`src/rtl/strela_pc_pkg.sv`:
```
// Shared types for the STRELA elastic processing cell: configuration word and ALU opcodes.
// Struct field widths follow PC_DATA_WIDTH / PC_NUM_PORTS; the cell's parameters must match them.
package strela_pc_pkg;

  localparam int PC_DATA_WIDTH = 32;
  localparam int PC_NUM_PORTS  = 4;
  // Path selectors need one extra code (NUM_PORTS) for the constant operand.
  localparam int PC_SEL_W      = $clog2(PC_NUM_PORTS + 1);
  localparam int PC_ITER_W     = 16;

  typedef enum logic [3:0] {
    ALU_ADD   = 4'd0,
    ALU_SUB   = 4'd1,
    ALU_MUL   = 4'd2,
    ALU_AND   = 4'd3,
    ALU_OR    = 4'd4,
    ALU_XOR   = 4'd5,
    ALU_SLL   = 4'd6,
    ALU_SRL   = 4'd7,
    ALU_SRA   = 4'd8,
    ALU_LT    = 4'd9,
    ALU_MUX   = 4'd10,
    ALU_PASS1 = 4'd11
  } alu_op_e;

  typedef struct packed {
    logic [PC_SEL_W-1:0]      sel_1;
    logic [PC_SEL_W-1:0]      sel_2;
    logic [PC_SEL_W-1:0]      sel_c;
    logic                     use_cin;
    alu_op_e                  alu_op;
    logic [PC_NUM_PORTS-1:0]  fork_mask;
    logic                     acc;
    logic                     initial_valid;
    logic [PC_DATA_WIDTH-1:0] initial_data;
    logic [PC_DATA_WIDTH-1:0] const_data;
    logic [PC_ITER_W-1:0]     iter_count;
  } pc_cfg_t;

endpackage

```
`src/rtl/strela_fifo.sv`:
```
// Operand FIFO for one cell path: power-of-two depth, registered full/empty flags.
// Caller guarantees push only when !full and pop only when !empty.
module strela_fifo #(
  parameter int DATA_WIDTH = 32,
  parameter int DEPTH      = 2
) (
  input  logic                  clk,
  input  logic                  rst,
  input  logic                  clear,
  input  logic                  push,
  input  logic                  pop,
  input  logic [DATA_WIDTH-1:0] din,
  output logic [DATA_WIDTH-1:0] dout,
  output logic                  full,
  output logic                  empty
);
  localparam int AW = $clog2(DEPTH);

  logic [DATA_WIDTH-1:0] mem [DEPTH];
  logic [AW-1:0]         wr_ptr;
  logic [AW-1:0]         rd_ptr;
  logic [AW:0]           count;

  always_ff @(posedge clk) begin
    if (rst || clear) begin
      wr_ptr <= '0;
      rd_ptr <= '0;
      count  <= '0;
    end else begin
      if (push) wr_ptr <= wr_ptr + 1'b1;
      if (pop)  rd_ptr <= rd_ptr + 1'b1;
      count <= count + (AW+1)'(push) - (AW+1)'(pop);
    end
  end

  always_ff @(posedge clk) begin
    if (push) mem[wr_ptr] <= din;
  end

  assign dout  = mem[rd_ptr];
  assign full  = (count == (AW+1)'(DEPTH));
  assign empty = (count == '0);

endmodule

```
`src/rtl/strela_pc_elastic.sv`:
```
// N-port CGRA processing cell: FIFO operand paths, join/ALU, eager fork, iteration limit.
// Define STRELA_PC_ACC_EN to build accumulate mode (cfg.acc replaces operand 2 by an accumulator).
module strela_pc_elastic
  import strela_pc_pkg::*;
#(
  parameter int DATA_WIDTH = PC_DATA_WIDTH,
  parameter int NUM_PORTS  = PC_NUM_PORTS,
  parameter int FIFO_DEPTH = 2
) (
  input  logic                            clk,
  input  logic                            rst,
  input  logic [NUM_PORTS*DATA_WIDTH-1:0] din,
  input  logic [NUM_PORTS-1:0]            din_v,
  output logic [NUM_PORTS-1:0]            din_r,
  output logic [DATA_WIDTH-1:0]           dout,
  output logic [NUM_PORTS-1:0]            dout_v,
  input  logic [NUM_PORTS-1:0]            dout_r,
  input  pc_cfg_t                         cfg,
  input  logic                            enable,
  output logic                            done
);
  localparam int SH_W = $clog2(DATA_WIDTH);

  logic                  clear;
  logic                  acc_mode;
  logic                  sel1_port, sel2_port, selc_port;
  logic                  v_in1, v_in2, v_c, bit_c;
  logic [DATA_WIDTH-1:0] d_in1, d_in2;
  logic                  push1, push2, full1, full2, empty1, empty2;
  logic [DATA_WIDTH-1:0] head1, head2, op1, op2, res;
  logic                  op1_v, op2_v, cin_v, cin;
  logic                  fire, retire, room;
  logic                  out_valid;
  logic [DATA_WIDTH-1:0] out_data;
  logic [NUM_PORTS-1:0]  sent, hs;
  logic [PC_ITER_W-1:0]  iter_cnt;
  logic [PC_ITER_W:0]    in_flight;

  assign clear     = rst || !enable;
  assign sel1_port = cfg.sel_1 < PC_SEL_W'(NUM_PORTS);
  assign sel2_port = cfg.sel_2 < PC_SEL_W'(NUM_PORTS);
  assign selc_port = cfg.sel_c < PC_SEL_W'(NUM_PORTS);

  always_comb begin
    v_in1 = 1'b0;
    d_in1 = '0;
    v_in2 = 1'b0;
    d_in2 = '0;
    v_c   = 1'b0;
    bit_c = cfg.const_data[0];
    for (int p = 0; p < NUM_PORTS; p++) begin
      if (cfg.sel_1 == PC_SEL_W'(p)) begin
        v_in1 = din_v[p];
        d_in1 = din[p*DATA_WIDTH +: DATA_WIDTH];
      end
      if (cfg.sel_2 == PC_SEL_W'(p)) begin
        v_in2 = din_v[p];
        d_in2 = din[p*DATA_WIDTH +: DATA_WIDTH];
      end
      if (cfg.sel_c == PC_SEL_W'(p)) begin
        v_c   = din_v[p];
        bit_c = din[p*DATA_WIDTH];
      end
    end
  end

  assign push1 = !clear && sel1_port && v_in1 && !full1;
  assign push2 = !clear && sel2_port && !acc_mode && v_in2 && !full2;

  strela_fifo #(.DATA_WIDTH(DATA_WIDTH), .DEPTH(FIFO_DEPTH)) u_fifo_1 (
    .clk(clk), .rst(rst), .clear(!enable), .push(push1), .pop(fire && sel1_port),
    .din(d_in1), .dout(head1), .full(full1), .empty(empty1)
  );

  strela_fifo #(.DATA_WIDTH(DATA_WIDTH), .DEPTH(FIFO_DEPTH)) u_fifo_2 (
    .clk(clk), .rst(rst), .clear(!enable), .push(push2), .pop(fire && sel2_port && !acc_mode),
    .din(d_in2), .dout(head2), .full(full2), .empty(empty2)
  );

  assign op1   = sel1_port ? head1 : cfg.const_data;
  assign op1_v = !sel1_port || !empty1;

`ifdef STRELA_PC_ACC_EN
  logic [DATA_WIDTH-1:0] acc_q;
  assign acc_mode = cfg.acc;
  assign op2      = acc_mode ? acc_q : (sel2_port ? head2 : cfg.const_data);
  assign op2_v    = acc_mode || !sel2_port || !empty2;

  always_ff @(posedge clk) begin
    if (clear)                 acc_q <= cfg.initial_data;
    else if (fire && acc_mode) acc_q <= res;
  end
`else
  logic unused_acc;
  assign unused_acc = cfg.acc;
  assign acc_mode   = 1'b0;
  assign op2        = sel2_port ? head2 : cfg.const_data;
  assign op2_v      = !sel2_port || !empty2;
`endif

  // A constant-selected control path is always valid and never consumes.
  assign cin_v = !cfg.use_cin || !selc_port || v_c;
  assign cin   = cfg.use_cin && bit_c;

  always_comb begin
    res = op1;
    case (cfg.alu_op)
      ALU_ADD: res = op1 + op2;
      ALU_SUB: res = op1 - op2;
      ALU_MUL: res = op1 * op2;
      ALU_AND: res = op1 & op2;
      ALU_OR:  res = op1 | op2;
      ALU_XOR: res = op1 ^ op2;
      ALU_SLL: res = op1 << op2[SH_W-1:0];
      ALU_SRL: res = op1 >> op2[SH_W-1:0];
      ALU_SRA: res = $unsigned($signed(op1) >>> op2[SH_W-1:0]);
      ALU_LT:  res = {{(DATA_WIDTH-1){1'b0}}, ($signed(op1) < $signed(op2))};
      ALU_MUX: res = cin ? op1 : op2;
      default: res = op1;
    endcase
  end

  assign hs     = dout_v & dout_r;
  assign retire = out_valid && ((cfg.fork_mask & ~(sent | hs)) == '0);
  assign dout_v = {NUM_PORTS{out_valid}} & cfg.fork_mask & ~sent;
  assign dout   = out_data;

  // The token held in the output register already counts toward the limit,
  // so a retire-and-fire cycle cannot overshoot iter_count.
  assign in_flight = {1'b0, iter_cnt} + {{PC_ITER_W{1'b0}}, out_valid};
  assign done      = (cfg.iter_count != '0) && (iter_cnt >= cfg.iter_count);
  assign room      = (cfg.iter_count == '0) || (in_flight < {1'b0, cfg.iter_count});
  assign fire      = !clear && op1_v && op2_v && cin_v && !done && room && (!out_valid || retire);

  always_ff @(posedge clk) begin
    if (clear) begin
      out_valid <= cfg.initial_valid;
      out_data  <= cfg.initial_data;
      sent      <= '0;
      iter_cnt  <= '0;
    end else begin
      if (fire) begin
        out_valid <= 1'b1;
        out_data  <= res;
      end else if (retire) begin
        out_valid <= 1'b0;
      end
      sent <= retire ? '0 : (sent | hs);
      if (retire) iter_cnt <= iter_cnt + 1'b1;
    end
  end

  always_comb begin
    din_r = '0;
    for (int p = 0; p < NUM_PORTS; p++) begin
      if (!clear)
        din_r[p] = ((cfg.sel_1 == PC_SEL_W'(p)) && !full1) ||
                   ((cfg.sel_2 == PC_SEL_W'(p)) && !acc_mode && !full2) ||
                   (cfg.use_cin && (cfg.sel_c == PC_SEL_W'(p)) && fire);
    end
  end

endmodule

```
`config.mk`:
```
export PLATFORM = sky130hd
export DESIGN_NAME = strela_pc_elastic
export DESIGN_NICKNAME = d
export VERILOG_FILES = /design/src/rtl/strela_pc_pkg.sv /design/src/rtl/strela_fifo.sv /design/src/rtl/strela_pc_elastic.sv
export SDC_FILE = /design/constraint.sdc
export NUM_CORES = 2
export LEC_CHECK = 0
export ABC_AREA = 1
export ABC_CLOCK_PERIOD_IN_PS = 13500
export CAP_MARGIN = 30
export CORE_UTILIZATION = 55
export CTS_CLUSTER_DIAMETER = 120
export DETAILED_ROUTE_END_ITERATION = 8
export HOLD_SLACK_MARGIN = 0.12
export PLACE_DENSITY = 0.8
export SLEW_MARGIN = 20
export SYNTH_ARGS = -nofsm -noshare
export SYNTH_HDL_FRONTEND = slang
export SYNTH_SLANG_ARGS = --single-unit
export TNS_END_PERCENT = 100
```
`constraint.sdc`:
```
create_clock -name clk -period 13.5 [get_ports clk]
set_input_delay 2.7 -clock clk [delete_from_list [all_inputs] [get_ports clk]]
set_output_delay 2.7 -clock clk [all_outputs]
set_load 0.02 [all_outputs]
```
==> flow_summary.toml <==
[floorplan]
core_area_sq_um = 64350
initial_core_util = 0.5562
fp-row-count = 93
die-height_microns = 257.1
io_pins = 280
die-width_microns = 257.1
die-area_sq_um = 66100

[worst_hold_path]
hold_path_class = "register to register"

[timing]
tightest_slew_ns = 1.073
setup_viol = 0
fin_skew_ns = 0.01410
final-hold-violation-count = 0
slew_headroom = 0.2828
final_max_slew_viol_count = 0
fmax_mhz = 83.52
rsz0062_at_grt = "false"
period_needed_ns = 11.97
finalSetupTns_ns = 0
fin_crit_sh = 0.8869

[final_layout]
drive_above_1_share = 0.04301
final_nets = 6195
syn2layout_area_growth_pct = 12.25
fillers = 5891
register_area_sq_um = 5435
multiInputGateArea_sq_um = 26150

[place]
io_buffer_count = 278
dpl.hpwl_microns = 122200
gp_congestion = 1.123

[global_routing]
grt_first_pass_wirelength_microns = 227700
grt_overflow_total = 0
grt_usage = 0.4654
first_global_vias = 36580
grt_max_degree = 74
antenna_found_initial = 10

[routing]
drt-vias-per-instance = 6.146
drc_errors = 0
dr.pass1.iters = 9
ant_nets = 0
wl_per_cell_microns = 25.23
wirelength_microns = 155400
vias = 37870
drt_iter0_markers = 4397

[run_status]
run_status = "finished clean"

[clock_tree]
post_cts_buffers = 0
clock_sinks = 191
cts_tree = "done"
cts-buffers-inserted = 17
cts_root_buf = "clkbuf_16"
cts_buffer_depth = 2
cts_htree_levels = 4
ctsResizeCount = 0
ctsHoldBuffers = 0
clk_pin_slew_ns = 0.08
insertion_delay_ns = 0.46

[synthesis]
syn_area_sq_um = 35790
synthCells = 5121
syn-num-nets = 6028
synth_top_family_by_area = "adder cells"
synth_compound_area_frac = 0.1505
synth_flop_cell = "edfxtp_1"
synthAdderAreaFrac = 0.3195
syn_avg_cell_area_sq_um = 6.989
yosysSeqAreaShare = 0.1519
async_flop_share = 0
yosys_warnings = 0
yosysUniqueCellTypes = 64
yosys.area_share.simple = 0.2473
ys_ff_latch = 191
synthMuxAreaShare = 0.002517
synth_edf_count = 161
synth_xor_area_frac = 0.008564

[critical_path]
critPathMaxFanout = 33
cp_slowest_cell = "o21ai_0"
crit_type = "primary input to register"
r2r_setup_slack_ns = 3.40
cp_num_buf_inv = 11
path_delay_family = "adder cells"
required_ns = 13.71
slowest_delay_ns = 0.73
worst_setup_path_start_kind = "primary input"
critPathArrivalTime_ns = 12.19
worstSetupEndpointType = "register"

[job]
drv_cap = 0
[worst paths after layout]
kind                      from  cells past startpoint                 to
min reg2reg  u_fifo_2.count[1]                      1  u_fifo_2.count[1]
max reg2reg           register                     31           dout[26]
min          u_fifo_2.count[1]                      1  u_fifo_2.count[1]
max                    cfg[96]                     34           dout[26]
[area by class of cell]
| class | instances | area share |
|---|---|---|
| Multi-Input combinational cell | 3831 | 0.6509 |
| Tap cell | 855 | 0.02663 |
| Inverter | 856 | 0.07997 |
| Clock buffer | 17 | 0.01059 |
| Antenna cell | 5 | 0.0003114 |
| Sequential cell | 191 | 0.1353 |
| Timing Repair Buffer | 391 | 0.09137 |
| Clock inverter | 15 | 0.004951 |
[cell usage after synthesis (6+ instances only)]
cell type | instances | area [sq um]
nand2_1 | 1224 | 4594
inv_1 | 835 | 3134
nor2_1 | 604 | 2267
fa_1 | 410 | 8208
a21oi_1 | 316 | 1582
ha_1 | 258 | 3228
o21ai_0 | 248 | 1241
nand3_1 | 208 | 1041
edfxtp_1 | 161 | 4835
clkbuf_1 | 127 | 476.7
o22ai_1 | 88 | 550.5
o21ai_1 | 71 | 355.3
buf_2 | 70 | 350.3
nor3_1 | 48 | 240.2
o211ai_1 | 43 | 322.8
nand4_1 | 32 | 200.2
buf_1 | 31 | 116.4
dfxtp_1 | 30 | 600.6
xor2_1 | 21 | 183.9
or2_2 | 19 | 118.9
o221ai_1 | 18 | 157.7
inv_2 | 16 | 60.06
nor4_1 | 16 | 100.1
a221oi_1 | 15 | 131.4
a31oi_1 | 15 | 93.84
o2111ai_1 | 15 | 131.4
xnor2_1 | 14 | 122.6
nand3b_1 | 13 | 97.59
nand2_2 | 12 | 75.07
a211oi_1 | 11 | 82.58
o21a_1 | 11 | 82.58
o21bai_1 | 11 | 82.58
a21o_1 | 10 | 75.07
buf_4 | 10 | 75.07
mux2i_1 | 9 | 90.09
a221o_1 | 8 | 80.08
o21ai_2 | 7 | 61.31
o31ai_1 | 6 | 45.04
[per-stage QoR]
step	instances	hold slack, ns	setup slack, ns	utilization	instance area, sq um
floorplan	5121	0.4223	3.171	-	35790
global placement	6117	0.4380	1.462	0.6131	39450
detailed placement	6122	0.4610	1.302	0.6140	39510
CTS	6154	0.4791	1.788	0.6237	40140
global route	6156	0.5114	1.322	0.6242	40170
finish	6161	0.4935	1.527	0.6244	40180
[per-layer routing]
metal  vias to the layer above  track usage  share of wire
met1                     17910       0.5629           0.35
met2                      2636       0.7112           0.43
met4                         8       0.3355          0.086
met5                         -            0        0.00032
li1                      16700            -              -
met3                       619       0.1319           0.13
[kinds of logic (layout without fill, tap and decap cells)]
family | Yosys count | count (layout)
multiplexers | 9 | 9
adder cells (fa/ha/maj) | 668 | 668
XOR/XNOR | 35 | 35
AND/OR/NAND/NOR | 2193 | 2193
flip-flops | 191 | 191
other | 0 | 5
buffers and inverters | 1099 | 1279
AO/OA/AOI/OAI | 926 | 926
[flip-flops by register name, indices dropped and copies added (netlist names), named ones only]
name,cells
dout,32
iter_cnt,16
u_fifo_1.rd_ptr,1
u_fifo_1.mem,64
u_fifo_1.count,2
sent,4
out_valid,1
u_fifo_2.rd_ptr,1
u_fifo_1.wr_ptr,1
u_fifo_2.wr_ptr,1
u_fifo_2.count,2
u_fifo_2.mem,64
[cell usage in the layout (no fill, tap or decap), types with 46 or more instances in the layout]
cell             instances
buf_4                  107
nand2_1               1221
nor2_1                 597
fa_1                   410
nand3_1                208
o21ai_0                240
o21ai_1                 74
clkdlybuf4s50_1        278
inv_1                  833
o22ai_1                 88
nor3_1                  46
ha_1                   258
a21oi_1                315
edfxtp_1               161
Power is left out: the tool's default activity adds up to more than one toggle a clock period on the data nets, which glitch-free logic cannot reach.
